==> src/rtl/i2c_req_arbiter.sv <==
// Purpose : round-robin share of one single-byte I2C master engine among NUM_REQ requesters, with a watchdog.
// Latency : accept at T, eng_start at T+1, rsp_valid one cycle after eng_done (or after watchdog expiry).
// Backpress: one transaction in flight; requests wait (valid held) while busy or while eng_busy is high.
//
// Ports:
//   clk, rst_n                 clock, asynchronous active-low reset
//   req_valid/rw/addr/wdata    per-requester command (addr packed 7b, wdata packed 8b per requester)
//   req_ready                  one-hot accept pulse, combinational in the accept cycle
//   rsp_valid                  one-hot completion pulse to the granted requester
//   rsp_rdata/nack/timeout     shared result, held until the next completion
//   grant_id, busy             current owner of the engine, arbiter occupied
//   eng_start/rw/addr/wdata    launch pulse and registered command to the engine
//   eng_busy/done/rdata/nack   engine status and result
module i2c_req_arbiter #(
  parameter  int NUM_REQ     = 4,
  parameter  int TIMEOUT_CYC = 65535,
  localparam int GID_W       = $clog2(NUM_REQ)
) (
  input  logic                 clk,
  input  logic                 rst_n,
  input  logic [NUM_REQ-1:0]   req_valid,
  input  logic [NUM_REQ-1:0]   req_rw,
  input  logic [7*NUM_REQ-1:0] req_addr,
  input  logic [8*NUM_REQ-1:0] req_wdata,
  output logic [NUM_REQ-1:0]   req_ready,
  output logic [NUM_REQ-1:0]   rsp_valid,
  output logic [7:0]           rsp_rdata,
  output logic                 rsp_nack,
  output logic                 rsp_timeout,
  output logic [GID_W-1:0]     grant_id,
  output logic                 busy,
  output logic                 eng_start,
  output logic                 eng_rw,
  output logic [6:0]           eng_addr,
  output logic [7:0]           eng_wdata,
  input  logic                 eng_busy,
  input  logic                 eng_done,
  input  logic [7:0]           eng_rdata,
  input  logic                 eng_nack
);

  localparam int WD_W = $clog2(TIMEOUT_CYC + 1);
  localparam logic [WD_W-1:0] WD_LAST = WD_W'(TIMEOUT_CYC - 1);

  typedef enum logic [1:0] {S_IDLE, S_START, S_WAIT, S_RESP} state_t;

  state_t           state;
  logic [GID_W-1:0] last_grant;
  logic [WD_W-1:0]  wd_cnt;
  logic             run;        // low in the first cycle after reset so req_ready stays 0 during reset
  logic [GID_W-1:0] pick;
  logic             pick_vld;
  logic             grant_ok;

  // Round-robin search starting just after the last granted requester.
  always_comb begin
    int               cand;
    logic [GID_W-1:0] cidx;
    pick     = '0;
    pick_vld = 1'b0;
    cand     = 0;
    cidx     = '0;
    for (int k = 1; k <= NUM_REQ; k++) begin
      cand = int'(last_grant) + k;
      if (cand >= NUM_REQ) cand = cand - NUM_REQ;
      cidx = GID_W'(cand);
      if (!pick_vld && req_valid[cidx]) begin
        pick_vld = 1'b1;
        pick     = cidx;
      end
    end
  end

  assign grant_ok  = run && (state == S_IDLE) && pick_vld && !eng_busy;
  assign req_ready = grant_ok ? (NUM_REQ'(1) << pick) : '0;
  assign busy      = (state != S_IDLE) || grant_ok;

  always_ff @(posedge clk or negedge rst_n) begin
    if (!rst_n) begin
      state       <= S_IDLE;
      last_grant  <= GID_W'(NUM_REQ - 1);
      grant_id    <= '0;
      wd_cnt      <= '0;
      run         <= 1'b0;
      eng_start   <= 1'b0;
      eng_rw      <= 1'b0;
      eng_addr    <= '0;
      eng_wdata   <= '0;
      rsp_valid   <= '0;
      rsp_rdata   <= '0;
      rsp_nack    <= 1'b0;
      rsp_timeout <= 1'b0;
    end else begin
      run       <= 1'b1;
      eng_start <= 1'b0;
      rsp_valid <= '0;
      case (state)
        S_IDLE: begin
          if (grant_ok) begin
            eng_rw    <= req_rw[pick];
            eng_addr  <= req_addr[7*int'(pick) +: 7];
            eng_wdata <= req_wdata[8*int'(pick) +: 8];
            grant_id  <= pick;
            eng_start <= 1'b1;
            state     <= S_START;
          end
        end
        S_START: begin
          wd_cnt <= '0;
          state  <= S_WAIT;
        end
        S_WAIT: begin
          if (wd_cnt != '1) wd_cnt <= wd_cnt + 1'b1;
          // A done arriving on the expiry cycle still counts as a completion.
          if (eng_done) begin
            rsp_rdata   <= eng_rdata;
            rsp_nack    <= eng_nack;
            rsp_timeout <= 1'b0;
            rsp_valid   <= NUM_REQ'(1) << grant_id;
            state       <= S_RESP;
          end else if (wd_cnt == WD_LAST) begin
            rsp_rdata   <= 8'h00;
            rsp_nack    <= 1'b0;
            rsp_timeout <= 1'b1;
            rsp_valid   <= NUM_REQ'(1) << grant_id;
            state       <= S_RESP;
          end
        end
        S_RESP: begin
          last_grant <= grant_id;
          state      <= S_IDLE;
        end
        default: state <= S_IDLE;
      endcase
    end
  end

endmodule
==> config.mk <==
export PLATFORM = sky130hd
export DESIGN_NAME = i2c_req_arbiter
export DESIGN_NICKNAME = d
export VERILOG_FILES = /design/src/rtl/i2c_req_arbiter.sv
export SDC_FILE = /design/constraint.sdc
export NUM_CORES = 1
export LEC_CHECK = 0
export CORE_UTILIZATION = 32
export DETAILED_ROUTE_END_ITERATION = 8
export PLACE_DENSITY_LB_ADDON = 0.3
export SYNTH_ARGS = -nofsm -noshare
export SYNTH_HDL_FRONTEND = slang
export SYNTH_SLANG_ARGS = --single-unit
==> constraint.sdc <==
create_clock -name clk -period 3.2 [get_ports clk]
set_clock_uncertainty 0.15 [all_clocks]
set_input_delay 0.64 -clock clk [delete_from_list [all_inputs] [get_ports clk]]
set_output_delay 0.64 -clock clk [all_outputs]
set_load 0.01 [all_outputs]
# == Word-level counts from Yosys, hierarchy flattened ==
# Cells that the tools add are included.
# classes
addsub,9
multipliers,1
n_lt_le_gt_ge,9
n_eq_ne,8
shifts,4
muxes,40
n_reduce_logical,19
# ops
operator,count
16-bit case mux with 2 select lines,1
32-bit by 6-bit indexed part select with 8-bit output,1
28-bit by 6-bit indexed part select with 7-bit output,1
2-bit 2-to-1 mux,11
"16-bit by 1-bit adder with 16-bit output, second input constant",1
"16-bit == test, second input constant",1
16-bit 2-to-1 mux,1
4-bit 2-to-1 mux,4
8-bit 2-to-1 mux,2
"16-bit inequality test, second input constant",1
"2-bit by 3-bit < comparator with 1-bit output, second input constant",5
1-bit 2-to-1 mux,15
1-bit binary-select mux with 2-bit select,5
"3-bit >= comparator, second input constant",3
2-bit case mux with 4 select lines,1
2-bit AND reduction,4
"1-bit by 2-bit << shifter with 4-bit output, first input constant",2
"2-bit by 1-bit subtractor with 2-bit output, second input constant",4
"2-bit by 2-bit adder with 3-bit output, second input constant",2
1-bit logical AND,6
2-bit nonzero test,3
"3-bit by 2-bit multiplier with 5-bit output, first input constant",1
"2-bit by 3-bit adder with 4-bit output, second input constant",1
"2-bit == test, second input constant",2
8 further kinds,12
# totals
reg_bits,54
input_bits,81
out_inout_bits,38
elab_cells,103

# == Longest topological paths before layout ==
# logic_depth
ltp_word,19
depth_mapped,8

# == Worst setup path before layout ==
# Ideal clock, no wire load.
# synth_path
path_type,reg-to-output
start,register last_grant[1]
end,output port req_ready[2]
arrival_ps,1767
t_required_ps,2410
path_slack_ps,643
path_stages_with_launch,7
n_path_buf,3
cell_sequence,dfstp_2 > clkbuf_1 > nand2_1 > a311o_1 > buf_2 > buf_2 > nor3_1
# synth_between
elab_chain_len,18
# synth_rtl
item,line,source
start: declaration,48,logic [GID_W-1:0] last_grant;
start signal: assignment,81,last_grant <= GID_W'(NUM_REQ - 1);
start signal: assignment,130,last_grant <= grant_id;
2-bit by 1-bit adder with 3-bit output,64,cand = int'(last_grant) + k;
3-bit >= comparator or 2-bit by 1-bit subtractor with 2-bit output (tied branches),65,if (cand >= NUM_REQ) cand = cand - NUM_REQ;
2-bit 2-to-1 mux,65,
1-bit binary-select mux with 2-bit select,67,if (!pick_vld && req_valid[cidx]) begin
1-bit 2-to-1 mux (implied by the code),67,
1-bit 2-to-1 mux,67,
1-bit logical NOT,67,
1-bit logical AND,67,
1-bit 2-to-1 mux,67,
1-bit logical NOT,67,
1-bit logical AND,67,
1-bit 2-to-1 mux,67,
1-bit logical NOT,67,
1-bit logical AND,67,
1-bit 2-to-1 mux,67,
1-bit logical AND (2 in series),74,assign grant_ok = run && (state == S_IDLE) && pick_vld && !eng_busy;
4-bit 2-to-1 mux (*),75,assign req_ready = grant_ok ? (NUM_REQ'(1) << pick) : '0;
end: declaration,25,"output logic [NUM_REQ-1:0] req_ready,"
# Mark *: on every way between the ends. The rest lies on a longest branch, timed or not. The select of a mux whose other input is x is not followed.

# == Final worst setup path ==
# layout_path
start,input port req_valid[0]
end,output port busy
# layout_between
elab_chain_len,15
# layout_rtl
item,line,source
start: declaration,21,"input logic [NUM_REQ-1:0] req_valid,"
1-bit binary-select mux with 2-bit select,67,
1-bit 2-to-1 mux (implied by the code),67,
1-bit 2-to-1 mux,67,
1-bit logical NOT,67,
1-bit logical AND,67,
1-bit 2-to-1 mux,67,
1-bit logical NOT,67,
1-bit logical AND,67,
1-bit 2-to-1 mux,67,
1-bit logical NOT,67,
1-bit logical AND,67,
1-bit 2-to-1 mux (*),67,
1-bit logical AND (*) (2 in series),74,
1-bit logical OR (*),76,assign busy = (state != S_IDLE) || grant_ok;
end: declaration,31,"output logic busy,"
# Marks and branches as above.

==> impl_results.md <==
* Outcome: completed
* Routability cong. at 0.7895
* Root Driver: clkbuf_8
* Clk_lat worst skew at 0.31 ns
* Initial core utilization at 33.78%
* Util after Layout at 50.81%
* Initial detailed-routing violation count at 97
* Max Freq at 322.0 MHz
* CP Class: in2out
* Drt first pass iters at 4
* Floorplan row count at 33
* Largest net degree at the start of global routing at 31
* Via count at 2539
* Sink Count at 54
* Max_cap viols at 0
* Cell variety after synth at 41
* Die Wd at 96.07 um
* CTS tree: built
* Total Nets Final at 479
* CTS Buf Count at 5
* Cell mode on critical path: clkdlybuf4s50_1
* Ys async rst share at 100.0%
* Worst setup SP type: input port
* Total die area at 0.009228 mm^2
* Top_reg_cell synth: dfrtp_1
* Largest area contributor in the netlist: dfrtp_1
* CP endpoint kind: output pin
* Post-Place Worst Slack at -0.08296 ns
* Post-synthesis sequential area ratio at 47.81%
* Port-buffer cells at 118
* Antenna viol nets, final at 0
* Unrepaired setup endpoints after global routing: false
* Share of the synthesized area in the top cell type at 45.96%
* Area contributors post-synth: dfrtp_1, mux2i_1, nand2_1
* Hold WC Path Type: in2async
* Share of post-route cells with drive strength above 1 at 8.163%
* CP delay by family, top: buffers and inverters
* Top Ports at 119
* Hold Fails Final Rpt at 0
* Period minus WS final at 3.106 ns
* CP Cell Sequence: clkdlybuf4s50_1 -> nor2_2 -> a21o_1 -> nand2_1 -> clkdlybuf4s50_1
* First-pass GRT wire length at 12.38 mm
* Crit path DAT at 2.32 ns
* Total setup buffers inserted after CTS at 0
* Worst-case clock buffer depth at 2
* DRC viols at 0
* Final period util at 97.06%
* ANT cells at 0
* Max H-tree Level at 2
* Clk pin slew, worst setup/hold paths at 0.11 ns
* Setup WS post-layout at 0.09395 ns
* Total Power at 2.777 mW
* Average size of a mapped cell at 10.49 um^2
* Areal power density over the cells at 652.0 mW/mm^2
* Pleak at 1.920 nW
* Flop and latch count out of synthesis at 54
* Initial antenna violation count at 0
* Avg WL per Cell at 15.79 um
* Total track usage at 17.31%
* Syn Nets at 358
* Number of synthesized flops with an enable pin at 0
* Crit path max-delay cell type: clkdlybuf4s50_1
* Slew Limit Fails at 0
* Post-Synthesis Cells at 270
* Routed vias/inst at 5.109
* Area grow syn2layout at 50.42%
* Rel. slew slack at 52.85%
* Worst Tran Pin Value at 0.7073 ns
* Most frequent cells after synthesis: dfrtp_1, nand2_1, mux2i_1
* Dominant cell by count in the synthesized netlist: dfrtp_1
* Max FO, Critical Path at 9
* Bufs and invs on worst path at 2
* Netlist Area Pre-Place at 0.002831 mm^2
* Worst R2R Start: state[0]
* VDD IR max at 242.7 uV
* Crit-path max cell delay at 0.58 ns
* Number of global-route vias before repair at 2550
* Core area at 0.008382 mm^2
* Final HPWL DP at 5.944 mm
* Total grt overflow at 0
* Die H at 96.07 um
* Critical Path RT at 2.41 ns
* Endpoints failing setup at 0
* CP startpoint: req_valid[0]
* YS warnings at 0
* Final WL at 7.847 mm
-- kinds of logic after synthesis --
| group | count (synthesis) | share of synthesized area (%) |
|---|---|---|
| buffers and inverters | 22 | 3.314 |
| AND/OR/NAND/NOR | 89 | 15.69 |
| other | 1 | 0.1324 |
| XOR/XNOR | 5 | 1.547 |
| adder cells (fa/ha/maj) | 7 | 3.093 |
| flip-flops | 54 | 47.81 |
| AO/OA/AOI/OAI | 52 | 14.18 |
| multiplexers | 40 | 14.23 |
-- worst paths after layout --
check / to / slack (ns) / cells past startpoint
max: busy / 0.09 / 5
min: eng_addr[6] / 0.22 / 1
max reg2reg: wd_cnt[14] / 0.83 / 6
min reg2reg: wd_cnt[15] / 0.34 / 1
max in group asynchronous: last_grant[0] / 1.93 / 2
min in group clk: wd_cnt[15] / 0.34 / 1
-- layer usage --
metal	share of wire [%]	global-route usage (%)
met1	42	22.38
met3	3.4	3.318
met4	0.56	3.483
met2	54	30.02
met5	0	0
-- flip-flops by register name, summed over array words and instances (netlist names) --
name	flops
grant_id	2
eng_wdata	8
rsp_valid	4
rsp_timeout	1
last_grant	2
state	2
eng_rw	1
rsp_nack	1
run	1
wd_cnt	16
eng_start	1
eng_addr	7
rsp_rdata	8
-- layout make-up --
class | instances | area [um^2]
Multi-Input combinational cell | 194 | 1400
Inverter | 9 | 33.78
Timing Repair Buffer | 127 | 1242
Tap cell | 105 | 131.4
Fill cell | 793 | 4123
Clock inverter | 3 | 28.78
Clock buffer | 5 | 68.82
Sequential cell | 54 | 1354
-- cell usage in the layout (no fill, tap or decap), types with 2 or more instances in the layout --
cell type and instances:
mux2_2 2, dlygate4sd2_1 3, mux2i_1 37, o221ai_1 16
clkbuf_8 5, ha_1 7, buf_4 9, and2_1 3
and4_1 2, clkdlybuf4s50_1 113, and3_1 2, dfrtp_1 52
o31ai_1 2, dfstp_2 2, a211oi_1 4, nand3b_1 2
nand2_1 44, xnor2_1 5, a31oi_1 2, o21ai_0 6
o21ai_1 2, nor2_1 10, nor3_1 6, nand3_1 7
a21oi_1 3, a22o_1 9, nor3b_2 2, nand4_1 5
inv_1 9
-- through the flow --
stage	area, um^2	hold slack [ns]	TNS [ns]	cells
floorplan	2831	0.1944	0	270
global placement	4148	0.3208	-0.07135	489
detailed placement	4148	0.3290	-0.1525	489
CTS	4252	0.2340	0	497
global route	4259	0.2603	0	497
finish	4259	0.2167	0	497
-- power by group --
group          total (mW)  internal, mW  switching (mW)
combinational        1.31         0.707           0.604
clock               0.409         0.164           0.244
sequential           1.06         0.902           0.155
-- repair_timing --
action / in CTS / in global routing
hold buffers: 0 / 0
endpoints found under the setup margin: 4 / 1
resized for setup: 5 / 3
Power figures use the tool's default switching activity.
